**src/rtl/shreg_ser_if.sv**
```systemverilog
// Load/serial bus of shreg_ser. The bench drives the word, controls and
// serial fill through the master modport; the shift register is the slave.
interface shreg_ser_if #(
    parameter int W = 8
);
    localparam int CW = $clog2(W + 2);

    logic          ld_valid;
    logic          ld_ready;
    logic [W-1:0]  data_in;
    logic          msb_first;
    logic          ser_in;
    logic          sh_en;
    logic          abort;
    logic          ser_out;
    logic          ser_valid;
    logic [W-1:0]  data_out;
    logic [CW-1:0] cnt;
    logic          done;

    modport master (
        output ld_valid, data_in, msb_first, ser_in, sh_en, abort,
        input  ld_ready, ser_out, ser_valid, data_out, cnt, done
    );

    modport slave (
        input  ld_valid, data_in, msb_first, ser_in, sh_en, abort,
        output ld_ready, ser_out, ser_valid, data_out, cnt, done
    );
endinterface

```
**src/rtl/shreg_ser.sv**
```systemverilog
// Parallel-to-serial shift register with load handshake, bit-order select,
// pause and abort. Define SHREG_SER_PARITY_EN to append an even-parity bit.
module shreg_ser #(
    parameter int W = 8
) (
    input  logic       clk,
    input  logic       rst_b,
    shreg_ser_if.slave bus
);
    localparam int CW = $clog2(W + 2);
`ifdef SHREG_SER_PARITY_EN
    localparam logic [CW-1:0] N = CW'(W + 1);
`else
    localparam logic [CW-1:0] N = CW'(W);
`endif

    typedef enum logic {IDLE, SHIFT} state_t;

    state_t        state, state_nx;
    logic [W-1:0]  data_q, data_nx;
    logic [CW-1:0] cnt_q, cnt_nx;
    logic          dir_q, dir_nx;
    logic          done_q, done_nx;
    logic          par_slot;
    logic          data_bit;

`ifdef SHREG_SER_PARITY_EN
    logic par_q, par_nx;
    // With parity, the last counted slot carries the parity bit, not data.
    assign par_slot = (cnt_q == CW'(1));
`else
    assign par_slot = 1'b0;
`endif

    always_ff @(posedge clk or negedge rst_b) begin
        if (!rst_b) begin
            state  <= IDLE;
            data_q <= '0;
            cnt_q  <= '0;
            dir_q  <= 1'b0;
            done_q <= 1'b0;
`ifdef SHREG_SER_PARITY_EN
            par_q  <= 1'b0;
`endif
        end else begin
            state  <= state_nx;
            data_q <= data_nx;
            cnt_q  <= cnt_nx;
            dir_q  <= dir_nx;
            done_q <= done_nx;
`ifdef SHREG_SER_PARITY_EN
            par_q  <= par_nx;
`endif
        end
    end

    always_comb begin
        state_nx = state;
        data_nx  = data_q;
        cnt_nx   = cnt_q;
        dir_nx   = dir_q;
        done_nx  = 1'b0;
`ifdef SHREG_SER_PARITY_EN
        par_nx   = par_q;
`endif
        unique case (state)
            IDLE: begin
                // abort outranks a load even while idle
                if (!bus.abort && bus.ld_valid) begin
                    data_nx  = bus.data_in;
                    dir_nx   = bus.msb_first;
                    cnt_nx   = N;
                    state_nx = SHIFT;
`ifdef SHREG_SER_PARITY_EN
                    par_nx   = ^bus.data_in;
`endif
                end
            end
            SHIFT: begin
                if (bus.abort) begin
                    state_nx = IDLE;
                    cnt_nx   = '0;
                end else if (bus.sh_en) begin
                    if (!par_slot) begin
                        data_nx = dir_q ? {data_q[W-2:0], bus.ser_in}
                                        : {bus.ser_in, data_q[W-1:1]};
                    end
                    cnt_nx = cnt_q - CW'(1);
                    if (cnt_q == CW'(1)) begin
                        state_nx = IDLE;
                        done_nx  = 1'b1;
                    end
                end
            end
        endcase
    end

    assign data_bit = dir_q ? data_q[W-1] : data_q[0];

`ifdef SHREG_SER_PARITY_EN
    assign bus.ser_out = par_slot ? par_q : data_bit;
`else
    assign bus.ser_out = data_bit;
`endif

    assign bus.ld_ready  = (state == IDLE);
    assign bus.ser_valid = (state == SHIFT);
    assign bus.data_out  = data_q;
    assign bus.cnt       = cnt_q;
    assign bus.done      = done_q;
endmodule

```
**src/flat_wrapper.sv**
```systemverilog
// flat-port wrapper written by rule: the top's interface ports become plain ports
module shreg_ser_flat 
#(
    parameter int W = 8
)
  (clk, rst_b, bus_ld_valid, bus_data_in, bus_msb_first, bus_ser_in, bus_sh_en, bus_abort, bus_ld_ready, bus_ser_out, bus_ser_valid, bus_data_out, bus_cnt, bus_done);
  shreg_ser_if #(.W(W)) bus_i ();
  input  logic clk;
  input  logic rst_b;
  input wire logic [$bits(bus_i.ld_valid)-1:0] bus_ld_valid;
  input wire logic [$bits(bus_i.data_in)-1:0] bus_data_in;
  input wire logic [$bits(bus_i.msb_first)-1:0] bus_msb_first;
  input wire logic [$bits(bus_i.ser_in)-1:0] bus_ser_in;
  input wire logic [$bits(bus_i.sh_en)-1:0] bus_sh_en;
  input wire logic [$bits(bus_i.abort)-1:0] bus_abort;
  output wire logic [$bits(bus_i.ld_ready)-1:0] bus_ld_ready;
  output wire logic [$bits(bus_i.ser_out)-1:0] bus_ser_out;
  output wire logic [$bits(bus_i.ser_valid)-1:0] bus_ser_valid;
  output wire logic [$bits(bus_i.data_out)-1:0] bus_data_out;
  output wire logic [$bits(bus_i.cnt)-1:0] bus_cnt;
  output wire logic [$bits(bus_i.done)-1:0] bus_done;
  assign bus_i.ld_valid = bus_ld_valid;
  assign bus_i.data_in = bus_data_in;
  assign bus_i.msb_first = bus_msb_first;
  assign bus_i.ser_in = bus_ser_in;
  assign bus_i.sh_en = bus_sh_en;
  assign bus_i.abort = bus_abort;
  assign bus_ld_ready = bus_i.ld_ready;
  assign bus_ser_out = bus_i.ser_out;
  assign bus_ser_valid = bus_i.ser_valid;
  assign bus_data_out = bus_i.data_out;
  assign bus_cnt = bus_i.cnt;
  assign bus_done = bus_i.done;
  shreg_ser #(.W(W)) u_core (.clk(clk), .rst_b(rst_b), .bus(bus_i));
endmodule
```
**config.mk**
```make
export PLATFORM = sky130hd
export DESIGN_NAME = shreg_ser_flat
export DESIGN_NICKNAME = d
export VERILOG_FILES = /design/src/rtl/shreg_ser_if.sv /design/src/rtl/shreg_ser.sv /design/src/flat_wrapper.sv
export SDC_FILE = /design/constraint.sdc
export NUM_CORES = 1
export LEC_CHECK = 0
export CAP_MARGIN = 5
export CORE_AREA = 3 3 59 61
export DETAILED_ROUTE_END_ITERATION = 8
export DIE_AREA = 0 0 62 64
export MAX_ROUTING_LAYER = met4
export PLACE_DENSITY_LB_ADDON = 0.2
export RECOVER_POWER = 25
export SLEW_MARGIN = 20
export SYNTH_ARGS = -nofsm -noshare
export SYNTH_HDL_FRONTEND = slang
export SYNTH_SLANG_ARGS = --single-unit
```
**constraint.sdc**
```tcl
create_clock -name clk -period 2.3 [get_ports clk]
set_input_delay 0.46 -clock clk [delete_from_list [all_inputs] [get_ports clk]]
set_output_delay 0.46 -clock clk [all_outputs]
set_load 0.02 [all_outputs]
```
==> results.toml, run 1 <==
[floorplan]
fp.dieH_um = 64
io_pins = 31
core-area_sq_um = 3030
rows = 20
die_x_um = 62
dieArea_sq_um = 3970
initial_core_util_pct = 29.5

[sta]
fin_crit_sh_pct = 86.6
fin_setup_tns_ns = 0
hold_viol_final = 0
finalSetupViolCount = 0
finalClockSkew_ns = 0.000738
fmax_ghz = 0.502
tightest_slew_ns = 0.690
fin_crit_ns = 1.99
slew_violations = 0
maxSlewHeadroom_pct = 53.9
rsz0062_at_grt = "false"

[worst_setup_path]
cp.required_ns = 1.84
cp_max_fo = 2
start_kind = "flip-flop"
ff2ff_path_depth = 4
cp-end-kind = "output pin"
critical_path_class = "reg2out"
worstPathArrival_ns = 1.53
r2r-end = "u_core.bus.data_out[4]$_DFFE_PN0P_"
reg2reg_from = "u_core.bus.ser_valid$_DFF_PN0_"
rrSetupSlack_ns = 0.87

[status]
outcome = "completed"

[clock_tree]
clkSlewWorstSetupHoldPaths_ns = 0.09
ctsResizeCount = 0
cts_tree = "built"
clk_latency_ns = 0.28
cts-root-buf = "clkbuf_4"
numCtsBuffers = 3
htree_levels = 1
clockBufferDepth = 2
postCtsSetupRepairBufs = 0
clock-sinks = 15
ctsHoldBuffers = 0

[hold_path]
worstHoldStart = "u_core.bus.cnt[1]$_DFFE_PN0P_"
holdPathEnd = "u_core.bus.cnt[1]$_DFFE_PN0P_"
hold-path-cell-count = 1
hold_class = "reg2reg"

[power_and_ir_drop]
power.leakage_nw = 0.552
power_density_nw_per_um2 = 772
ir_worst_vdd_uv = 287

[global_route]
grt_usage_pct = 11.3
antenna_found_initial = 0
grt_max_degree = 17
grt_pass1_vias = 691
grt_pass1_wl_um = 3330
grt_remaining_overflow = 0

[synthesis]
synth_cell_types = 28
avgSynthCellArea_sq_um = 11.3
netlist_area_sq_um = 893
synth-seq-cells = 15
syn_inst = 79
yosysWarnings = 0
synth_nets = 96
synth-seq-area-share_pct = 42.0

[layout]
syn_to_final_growth_pct = 42.0
diodes = 0
layout_common_cells = "29 x clkdlybuf4s50_1, 15 x dfrtp_1, 10 x nor2_1, 9 x mux2i_1"
final_common_cell = "clkdlybuf4s50_1"
fin_area_sq_um = 1270
drive_gt1_share_pct = 15.2
fillers = 312
nNetsFinal = 130
fin_cells = 156

[detailed_routing]
drt-initial-drc-count = 7
vias = 687
drc_errors = 0
viasPerCell = 4.40
wire_per_inst_um = 12.7
drtPass1Iterations = 2
detail-route-antenna-nets = 0
finalWirelength_um = 1970

[place]
placed_cell_area_sq_um = 1240
hpwl_um = 1500
placed_cells = 152
routabilityCongestion = 0.707
portBuffers = 30

[job]
max_cap_viol_count = 0
==> layout make-up <==
| class | instances | area, sq um | share of cell area [%] |
|---|---|---|---|
| clock buffer | 3 | 22.5 | 1.78 |
| clock inverter | 1 | 5.00 | 0.394 |
| inverter | 3 | 11.3 | 0.888 |
| multi-input combinational | 57 | 477 | 37.6 |
| sequential | 15 | 375 | 29.6 |
| tap | 44 | 55.1 | 4.34 |
| timing repair buffer | 33 | 323 | 25.4 |
==> critical path: stages, from the launching register on <==
cell             delay, ns
dfrtp_1               0.38
mux2_2                0.34
clkdlybuf4s50_1       0.54
==> how the worst max path moves through the flow <==
stage                     cells past startpoint                                from                                 end
after detailed placement                      5                           bus_sh_en  u_core.bus.data_out[4]$_DFFE_PN0P_
after floorplan                               2            u_core.dir_q$_DFFE_PN0P_                         bus_ser_out
final                                         2            u_core.dir_q$_DFFE_PN0P_                         bus_ser_out
after global placement                        5                           bus_sh_en  u_core.bus.data_out[2]$_DFFE_PN0P_
after global routing                          2  u_core.bus.data_out[0]$_DFFE_PN0P_                         bus_ser_out
after CTS                                     2            u_core.dir_q$_DFFE_PN0P_                         bus_ser_out
==> Yosys cell counts (all sizes together) <==
cell / number / area share [%]
dlygate4sd1: 1 / 0.98
or4b: 1 / 1.1
mux2: 11 / 17
a21oi: 8 / 4.5
nor2: 10 / 4.2
o311ai: 1 / 0.98
ha: 2 / 2.8
nor3b: 1 / 0.84
or2: 1 / 0.70
and2: 1 / 0.70
xnor2: 1 / 0.98
dfrtp: 15 / 42
buf: 3 / 2.4
o32ai: 1 / 0.98
o2bb2ai: 2 / 2.0
nor2b: 1 / 0.70
inv: 3 / 1.3
mux2i: 9 / 10
a211oi: 1 / 0.84
or2b: 1 / 0.84
nand2: 1 / 0.42
nor4bb: 1 / 1.1
xor2: 1 / 0.98
o21ai: 1 / 0.56
nand3b: 1 / 0.84
==> registers in the layout, summed over array words and instances (netlist names) <==
signal                flops
u_core.dir_q              1
u_core.bus.data_out       8
u_core.bus.done           1
u_core.bus.cnt            4
u_core.bus.ser_valid      1
==> per-stage QoR <==
stage	setup slack, ns	utilization (%)	power, mW	hold WS (ns)
finish	0.309	41.9	0.980	0.556
CTS	0.287	41.9	0.999	0.565
detailed placement	0.321	41.0	0.840	0.538
floorplan	0.902	-	0.642	0.164
global route	0.235	41.9	1.05	0.594
global placement	0.356	41.0	0.834	0.534
==> power breakdown <==
| part | switching (mW) | internal [mW] | leakage [nW] |
|---|---|---|---|
| registers | 0.0691 | 0.320 | 0.181 |
| logic | 0.188 | 0.252 | 0.353 |
| clock network | 0.0873 | 0.0645 | 0.0177 |
| total | 0.344 | 0.636 | 0.552 |
==> routing by layer <==
metal	GRT usage [%]	wire length, um
met5	-	0
met4	6.37	28
met3	1.21	70
met2	15.7	916
met1	15.8	959
==> logic make-up (layout without fill, tap and decap cells) <==
logic type,count (synthesis),count (layout),synth area share [%]
adders and majority gates,2,2,2.80
buffers and inverters,7,40,4.62
AOI/OAI and AO/OA,14,14,9.80
DFF,15,15,42.0
and+or+nand+nor,19,19,11.5
muxes,20,20,27.3
xor gates and xnor gates,2,2,1.96
(Power assumes the default switching activity.)
==> run 2, diff against run 1 <==
Settings changed: SLEW_MARGIN 20 to default.
==> results of run 2 <==
Final layout, timing and power as in run 1 (identical DEF).
